--- src/rtl/mips_decls_p.sv ---
// Shared MIPS declarations: R-type opcode, funct codes, ALU control codes,
// the encode FIFO state type, and the ALU-control-to-funct helper.
// Used by the instruction encoder and by the ALU decoder.
package mips_decls_p;

  localparam logic [5:0] OP_RTYPE = 6'b000000;

  localparam logic [2:0] ALUC_AND = 3'b000;
  localparam logic [2:0] ALUC_OR  = 3'b001;
  localparam logic [2:0] ALUC_ADD = 3'b010;
  localparam logic [2:0] ALUC_SUB = 3'b110;
  localparam logic [2:0] ALUC_SLT = 3'b111;

  // Encoded word width: 32-bit instruction plus 6-bit memory word address
  localparam int ENC_W = 38;

  typedef enum logic [5:0] {
    F_ADD = 6'h20,
    F_SUB = 6'h22,
    F_AND = 6'h24,
    F_OR  = 6'h25,
    F_SLT = 6'h2A
  } funct_t;

  typedef enum logic [1:0] {
    EMPTY   = 2'd0,
    PARTIAL = 2'd1,
    FULL    = 2'd2
  } fifo_state_t;

  typedef struct packed {
    logic   ok;
    funct_t funct;
  } funct_enc_t;

  // Maps an ALU control code back to its R-type funct; codes with no
  // R-type equivalent come back with ok cleared.
  function automatic funct_enc_t alu_to_funct(input logic [2:0] aluc);
    funct_enc_t r;
    r.ok    = 1'b1;
    r.funct = F_ADD;
    case (aluc)
      ALUC_ADD: r.funct = F_ADD;
      ALUC_SUB: r.funct = F_SUB;
      ALUC_AND: r.funct = F_AND;
      ALUC_OR:  r.funct = F_OR;
      ALUC_SLT: r.funct = F_SLT;
      default:  r.ok    = 1'b0;
    endcase
    return r;
  endfunction

  function automatic logic [31:0] rtype_word(input logic [4:0] rs,
                                             input logic [4:0] rt,
                                             input logic [4:0] rd,
                                             input funct_t     funct);
    return {OP_RTYPE, rs, rt, rd, 5'd0, funct};
  endfunction

endpackage

--- src/rtl/enc_fifo.sv ---
// Encoded-word FIFO. Occupancy is tracked by an EMPTY/PARTIAL/FULL state
// machine driven only by push, pop and flush. Storage is flops, so a pushed
// word is visible at the head from the cycle after the push. The head reads
// as zero while empty. DEPTH must be a power of two (2..16).
module enc_fifo
  import mips_decls_p::*;
#(
  parameter int DEPTH = 4,
  parameter int WIDTH = ENC_W
) (
  input  logic             clk,
  input  logic             reset,
  input  logic             flush,
  input  logic             push,
  input  logic             pop,
  input  logic [WIDTH-1:0] wdata,
  output logic [WIDTH-1:0] rdata,
  output logic             empty,
  output logic             full
);

  localparam int AW = $clog2(DEPTH);
  localparam logic [AW:0] CNT_LAST = (AW+1)'(DEPTH - 1);
  localparam logic [AW:0] CNT_ONE  = (AW+1)'(1);

  fifo_state_t      state_q, state_d;
  logic [AW-1:0]    rd_ptr_q, rd_ptr_d;
  logic [AW-1:0]    wr_ptr_q, wr_ptr_d;
  logic [AW:0]      count_q, count_d;
  logic [WIDTH-1:0] mem_q [DEPTH];
  logic [WIDTH-1:0] mem_d [DEPTH];
  logic             do_push, do_pop;

  // Next-state: flush wins, otherwise pointers/count/state follow push and pop
  always_comb begin
    do_push  = push && (state_q != FULL);
    do_pop   = pop && (state_q != EMPTY);
    state_d  = state_q;
    rd_ptr_d = rd_ptr_q;
    wr_ptr_d = wr_ptr_q;
    count_d  = count_q;
    mem_d    = mem_q;
    if (flush) begin
      state_d  = EMPTY;
      rd_ptr_d = '0;
      wr_ptr_d = '0;
      count_d  = '0;
    end else begin
      if (do_push) begin
        mem_d[wr_ptr_q] = wdata;
        wr_ptr_d        = wr_ptr_q + 1'b1;
      end
      if (do_pop) begin
        rd_ptr_d = rd_ptr_q + 1'b1;
      end
      case ({do_push, do_pop})
        2'b10:   count_d = count_q + 1'b1;
        2'b01:   count_d = count_q - 1'b1;
        default: count_d = count_q;
      endcase
      case (state_q)
        EMPTY: begin
          if (do_push) state_d = PARTIAL;
        end
        PARTIAL: begin
          if (do_push && !do_pop && (count_q == CNT_LAST)) state_d = FULL;
          else if (do_pop && !do_push && (count_q == CNT_ONE)) state_d = EMPTY;
        end
        FULL: begin
          if (do_pop) state_d = PARTIAL;
        end
        default: state_d = EMPTY;
      endcase
    end
  end

  // Control registers, cleared asynchronously
  always_ff @(posedge clk or posedge reset) begin
    if (reset) begin
      state_q  <= EMPTY;
      rd_ptr_q <= '0;
      wr_ptr_q <= '0;
      count_q  <= '0;
    end else begin
      state_q  <= state_d;
      rd_ptr_q <= rd_ptr_d;
      wr_ptr_q <= wr_ptr_d;
      count_q  <= count_d;
    end
  end

  // Storage needs no reset: the head is masked to zero while empty
  always_ff @(posedge clk) begin
    mem_q <= mem_d;
  end

  // Head word and status flags
  always_comb begin
    empty = (state_q == EMPTY);
    full  = (state_q == FULL);
    rdata = empty ? '0 : mem_q[rd_ptr_q];
  end

endmodule

--- src/rtl/instr_encoder.sv ---
// Instruction encoder: turns (alucontrol, rs, rt, rd) requests into MIPS
// R-type words tagged with a 6-bit instruction-memory address and queues
// them for the memory loader. Codes with no R-type funct are rejected with
// a one-cycle err pulse and do not consume an address.
// Optional build macro INSTR_ENC_STATS_EN adds saturating enc_count and
// rej_count outputs (cleared by reset only, not by flush).
module instr_encoder
  import mips_decls_p::*;
#(
  parameter int DEPTH = 4
) (
  input  logic        clk,
  input  logic        reset,
  input  logic        req_valid,
  output logic        req_ready,
  input  logic [2:0]  req_alucontrol,
  input  logic [4:0]  req_rs,
  input  logic [4:0]  req_rt,
  input  logic [4:0]  req_rd,
  input  logic        flush,
  output logic        out_valid,
  input  logic        out_ready,
  output logic [31:0] out_instr,
  output logic [5:0]  out_addr,
  output logic        err
`ifdef INSTR_ENC_STATS_EN
  ,
  output logic [15:0] enc_count,
  output logic [7:0]  rej_count
`endif
);

  funct_enc_t       enc;
  logic             hs, push, pop;
  logic             fifo_empty, fifo_full;
  logic [ENC_W-1:0] wdata, rdata;
  logic [5:0]       addr_q, addr_d;
  logic             err_q, err_d;

  // Handshake, encoding and address/err next-state
  always_comb begin
    enc       = alu_to_funct(req_alucontrol);
    req_ready = !reset && !flush && !fifo_full;
    hs        = req_valid && req_ready;
    push      = hs && enc.ok;
    err_d     = hs && !enc.ok;
    pop       = !fifo_empty && out_ready;
    wdata     = {rtype_word(req_rs, req_rt, req_rd, enc.funct), addr_q};
    addr_d    = addr_q;
    if (flush) addr_d = '0;
    else if (push) addr_d = addr_q + 6'd1;
  end

  // Address counter and rejection pulse
  always_ff @(posedge clk or posedge reset) begin
    if (reset) begin
      addr_q <= '0;
      err_q  <= 1'b0;
    end else begin
      addr_q <= addr_d;
      err_q  <= err_d;
    end
  end

  enc_fifo #(
    .DEPTH (DEPTH),
    .WIDTH (ENC_W)
  ) u_fifo (
    .clk   (clk),
    .reset (reset),
    .flush (flush),
    .push  (push),
    .pop   (pop),
    .wdata (wdata),
    .rdata (rdata),
    .empty (fifo_empty),
    .full  (fifo_full)
  );

  // Output mapping; rdata is already zero while the FIFO is empty
  always_comb begin
    out_valid = !fifo_empty;
    out_instr = rdata[ENC_W-1:6];
    out_addr  = rdata[5:0];
    err       = err_q;
  end

`ifdef INSTR_ENC_STATS_EN
  logic [15:0] enc_count_q, enc_count_d;
  logic [7:0]  rej_count_q, rej_count_d;

  // Saturating statistics; flush deliberately leaves them alone
  always_comb begin
    enc_count_d = enc_count_q;
    rej_count_d = rej_count_q;
    if (push && (enc_count_q != 16'hFFFF)) enc_count_d = enc_count_q + 16'd1;
    if (err_d && (rej_count_q != 8'hFF)) rej_count_d = rej_count_q + 8'd1;
  end

  // Statistics registers
  always_ff @(posedge clk or posedge reset) begin
    if (reset) begin
      enc_count_q <= '0;
      rej_count_q <= '0;
    end else begin
      enc_count_q <= enc_count_d;
      rej_count_q <= rej_count_d;
    end
  end

  assign enc_count = enc_count_q;
  assign rej_count = rej_count_q;
`endif

endmodule

--- config.mk ---
export PLATFORM = sky130hd
export DESIGN_NAME = instr_encoder
export DESIGN_NICKNAME = d
export VERILOG_FILES = /design/src/rtl/mips_decls_p.sv /design/src/rtl/enc_fifo.sv /design/src/rtl/instr_encoder.sv
export SDC_FILE = /design/constraint.sdc
export NUM_CORES = 1
export LEC_CHECK = 0
export CORE_UTILIZATION = 35
export DETAILED_ROUTE_END_ITERATION = 10
export SLEW_MARGIN = 20
export SYNTH_ARGS = -nofsm -noshare
export SYNTH_HDL_FRONTEND = slang
export SYNTH_HIERARCHICAL = 1
export SYNTH_SLANG_ARGS = --single-unit
--- constraint.sdc ---
create_clock -name clk -period 4.1 [get_ports clk]
set_input_delay 1.23 -clock clk [delete_from_list [all_inputs] [get_ports clk]]
set_output_delay 1.23 -clock clk [all_outputs]
set_load 0.1 [all_outputs]
Yosys cells after proc, flatten, opt, wreduce, memory -nomap -nowiden

Index checks and enable logic that the tools add are counted.

Input port bits: 23
Word-level logic and storage cells: 88
Output and inout port bits: 41
Flip-flop bits (word level): 168

Eq/ne operators: 14
Bitwise logic cells: 3
Reduce and logical (&&, ||, !) cells: 30
Order comparisons: 3
Mux-type cells: 23
Add/sub/neg operators: 5

Operators by type and width:

| kind                  | count |
|---|---|
| $bwmux W152           | 1 |
| $mux W38              | 4 |
| $bmux W38 S2          | 1 |
| $demux W38 S2         | 1 |
| $mux W2               | 9 |
| $pmux W4 S4           | 1 |
| $logic_and A1 B1 Y1   | 13 |
| $mux W6               | 2 |
| $reduce_bool A2 Y1    | 4 |
| $logic_not A1 Y1      | 7 |
| $add A6 B1 Y6 const B | 1 |
| $eq A3 B1 Y1 const B  | 2 |
| $eq A3 B2 Y1 const B  | 2 |
| $eq A3 B3 Y1 const B  | 2 |
| $ge A3 B3 Y1 const B  | 2 |
| $ne A3 B2 Y1 const B  | 2 |
| $not A2 Y3            | 2 |
| $pmux W2 S3           | 1 |
| $pmux W3 S2           | 1 |
| $reduce_or A5 Y1      | 1 |
| $add A2 B1 Y2 const B | 2 |
| $eq A2 B1 Y1 const B  | 2 |
| $eq A2 B2 Y1 const B  | 2 |
| $ne A4 B2 Y1 const B  | 1 |
| other kinds (12)      | 12 |

Depth between registers and ports, before layout

Word-level depth: 13
Mapped depth: 11
Gate-level depth less buffers: 9

By module

The synthesis kept the hierarchy.

Modules (own cells, without submodules):

| module        | cells each | seq. area each (um^2) | area an instance (um^2) | instances |
|---|---|---|---|---|
| enc_fifo      | 310        | 4789.6                | 6416.2                  | 1 |
| instr_encoder | 44         | 175.2                 | 424.2                   | 1 |

Least setup slack after synthesis

OpenSTA, ideal clock, no wires.

Path kind: input -> output
Start point: input port flush
End point: output port req_ready
Required time: 2.870 ns
Cell stages on the path: 2
Setup slack: -0.550 ns
Arrival: 3.420 ns
Path buffers: 1
Cells stage by stage: buf_6 -> nor3_1

Word-level cells in the longest chain between the ends: 3

Ends and longest elaborated chain:

| item                             | line                | RTL |
|---|---|---|
| start, declared                  | instr_encoder.sv:20 | `input logic flush,` |
| $logic_not A1 Y1                 | instr_encoder.sv:43 | `req_ready = !reset && !flush && !fifo_full;` |
| $logic_and A1 B1 Y1 (2 in a row) | instr_encoder.sv:43 |  |
| end, declared                    | instr_encoder.sv:15 | `output logic req_ready,` |

Every way passes these cells.

Worst setup path in the final report

Start point: register u_fifo.rd_ptr_q[0]
End point: output port out_instr[26]

Word-level cells in the longest chain between the ends: 5

Ends and longest elaborated chain:

| item                                        | line                | RTL |
|---|---|---|
| start, declared                             | enc_fifo.sv:27      | `logic [AW-1:0] rd_ptr_q, rd_ptr_d;` |
| start signal, assigned                      | enc_fifo.sv:86      | `rd_ptr_q <= rd_ptr_d;` |
| $not A2 Y3 (not written as such)            | enc_fifo.sv:101     | `rdata = empty ? '0 : mem_q[rd_ptr_q];` |
| $bmux W38 S2                                | enc_fifo.sv:101     |  |
| $mux W38 (not written as such) (2 in a row) | enc_fifo.sv:101     |  |
| $mux W38                                    | enc_fifo.sv:101     |  |
| end, declared                               | instr_encoder.sv:23 | `output logic [31:0] out_instr,` |

Every way passes these cells. The select of a mux whose other input is x is not followed.

==> impl_metrics.tcl <==
set metrics [dict create \
    yosys_most_used_dff "edfxtp_1" \
    cellLeakagePower_nw 2.94 \
    critPathMaxStageDelay_ns 0.69 \
    outcome "complete, no violations" \
    fin_nets 514 \
    r2r_cells 9 \
    intPower_mw 2.77 \
    setup_violations 0 \
    area_growth_pct 24.5 \
    hpwl_mm 8.01 \
    grt_overflow_total 0 \
    worstSkewPairLatency_ns 0.42 \
    tightest_slew_ns 0.969 \
    fp.dieH_um 142 \
    syn_inst 354 \
    dp_cells 723 \
    crit_top_cell "buf_4" \
    ant_nets 0 \
    drv_slew 0 \
    io_buffers 63 \
    hold_start "addr_q[5]" \
    track_usage_pct 12.9 \
    pwr-share-clk_pct 40.6 \
    grt_pass1_vias 3522 \
    top_usage_layer "met2" \
    antenna_found_initial 0 \
    switching_share_pct 21.6 \
    nFillCells 1636 \
    diodes 0 \
    drc 0 \
    grtUsageMet3_pct 3.48 \
    ys_seq_elements 168 \
    synth_area_per_cell_um2 19.3 \
    slew_headroom_pct 35.2 \
    tns_ns 0 \
    finalNonFillerCells 755 \
    crit_fanout 15 \
    setup_ws_ns 0.456 \
    end_kind "primary output" \
    tritoncts "yes" \
    mappedNetlistArea_mm2 0.00684 \
    powerDensity_mw_per_mm2 415 \
    critPathArrivalTime_ns 2.41 \
    holdPathStages 0 \
    drtIter0Drc 232 \
    rsz0062_at_grt "false" \
    row_count 50 \
    total_power_mw 3.53 \
    comb_power_share_pct 6.1 \
    wl_mm 11.9 \
    power_frac_seq_pct 53.3 \
    irDropWorstVdd_uv 278 \
    crit_required_ns 2.87 \
    use_met2_pct 21.4 \
    pre_cts_ws_ns 0.289 \
    io_pins 64 \
    netSwitchingPower_mw 0.764 \
    grt_pass1_wl_mm 19.0 \
    synthArstFlopShare_pct 9.52 \
    grt_max_degree 39 \
    synth_edf_count 152 \
    fin_util_pct 44.9 \
    met1_usage_pct 16.1 \
    cts_setup_buffers 0 \
    wl_per_cell_um 15.8 \
    hold_end "u_fifo/mem_q[5]" \
    startpoint_type "flop" \
    yosysUniqueCellTypes 39 \
    core_mm2 0.0190 \
    path_class "flop to primary output" \
    layout_commonest_cell "edfxtp_1" \
    root_buffer "clkbuf_16" \
    yosys_warnings 6 \
    via_count 3329 \
    viasPerCell 4.41 \
    start_util_pct 36.1 \
    period_needed_ns 3.64 \
    dr.pass1.iters 4 \
    place_congestion 0.740 \
    die_w_um 142 \
    cts_htree_levels 4 \
    path_cells "buf_4 -> mux4_2 -> nor2b_1 -> buf_4" \
    mostFrequentLayoutCells "edfxtp_1, conb_1, buf_4" \
    skew_ns 0.00819 \
    ff2ff_setup_slack_ns 1.12 \
    cts_hold_buffers 0 \
    reg2reg_to "u_fifo/mem_q[71]" \
    period_share_pct 88.9 \
    max_clock_freq_ghz 0.274 \
    clockBufferDepth 2 \
    reg2reg_from "u_fifo/state_q[0]" \
    clk_pin_slew_worst_paths_ns 0.07 \
    drive_gt1_share_pct 27.5 \
    finalHoldViolations 0 \
    cts_sinks 168 \
    crit_path_top_delay_cell "dfrtp_2" \
    cts_resized 0 \
    maxCapViolations 0 \
    dieArea_mm2 0.0201 \
    hold_path.class "flop to flop" \
    yosysSeqAreaShare_pct 72.6 \
    cts-buffers-inserted 17 \
]
cell type report:
type | instances | area, um2 | share of cell area, %
Timing Repair Buffer | 77 | 748 | 8.79
Clock inverter | 14 | 109 | 1.28
Sequential cell | 168 | 4970 | 58.3
Multi-Input combinational cell | 208 | 1900 | 22.3
Clock buffer | 18 | 429 | 5.04
Inverter | 10 | 37.5 | 0.441
Tap cell | 260 | 325 | 3.82
through the flow:
stage          hold WS (ns)  instance area (um2)
6_report              0.560                 8520
4_1_cts               0.577                 8520
3_5_place_dp          0.550                 7980
3_3_place_gp          0.555                 7980
2_1_floorplan         0.484                 7030
5_1_grt               0.591                 8520
routing by layer:
layer	part of all wire, %	vias up
li1	-	1581
met4	1.5	0
met1	45	1675
met5	0	-
met2	50	60
met3	3.6	13
flip-flops by register name, summed over array words and instances, names as in the netlist:
register and count:
u_fifo/rd_ptr_q 2, u_fifo/count_q 3, u_fifo/wr_ptr_q 2, u_fifo/mem_q 152, addr_q 6, err 1, u_fifo/state_q 2
worst max-delay path, delay by kind of cell, from the launching register on:
kind	cells	cell delay (ns)
and+or+nand+nor	1	0.15
muxes	1	0.55
buffers and inverters	2	0.59
DFF	1	0.69
logic make-up (layout without fill, tap and decap cells):
logic type	after synthesis	in the layout	synth area share [%]
flip-flops	168	168	72.6
other	2	52	0.110
adder cells (fa/ha/maj)	10	10	1.81
buffers and inverters	28	119	2.65
multiplexers	39	39	12.7
AO/OA/AOI/OAI	19	19	1.94
AND/OR/NAND/NOR	79	79	7.10
XOR/XNOR	9	9	1.15
power groups by stage:
stage | clock network [mW] | logic (mW) | registers [mW]
2_1_floorplan | 0 | 0.150 | 1.92
3_3_place_gp | 0 | 0.215 | 1.92
3_5_place_dp | 0 | 0.217 | 1.92
4_1_cts | 1.48 | 0.218 | 1.88
5_1_grt | 1.54 | 0.233 | 1.88
6_report | 1.43 | 0.216 | 1.88
synth_stat cells (all sizes together), types with 5 or more instances:
master    n  area, um2
a21oi     5       25.0
and2      6       37.5
buf      10       93.8
clkbuf    8       50.1
dfrtp    16        400
edfxtp  152       4560
ha        9        113
inv      10       37.5
mux4     38        856
nand2     5       26.3
nor2     12       45.0
nor2b    40        250
xnor2     5       43.8
how the worst max path moves through the flow:
stage	from	to	slack, ns
floorplan	flush	req_ready	0.30
detailed placement	reset	u_fifo/mem_q[68]	0.29
finish	u_fifo/rd_ptr_q[0]	out_instr[26]	0.46
global route	u_fifo/rd_ptr_q[0]	out_instr[26]	0.31
global placement	reset	u_fifo/mem_q[61]	0.39
CTS	u_fifo/rd_ptr_q[0]	out_instr[26]	0.38
(Power assumes the default switching activity.)
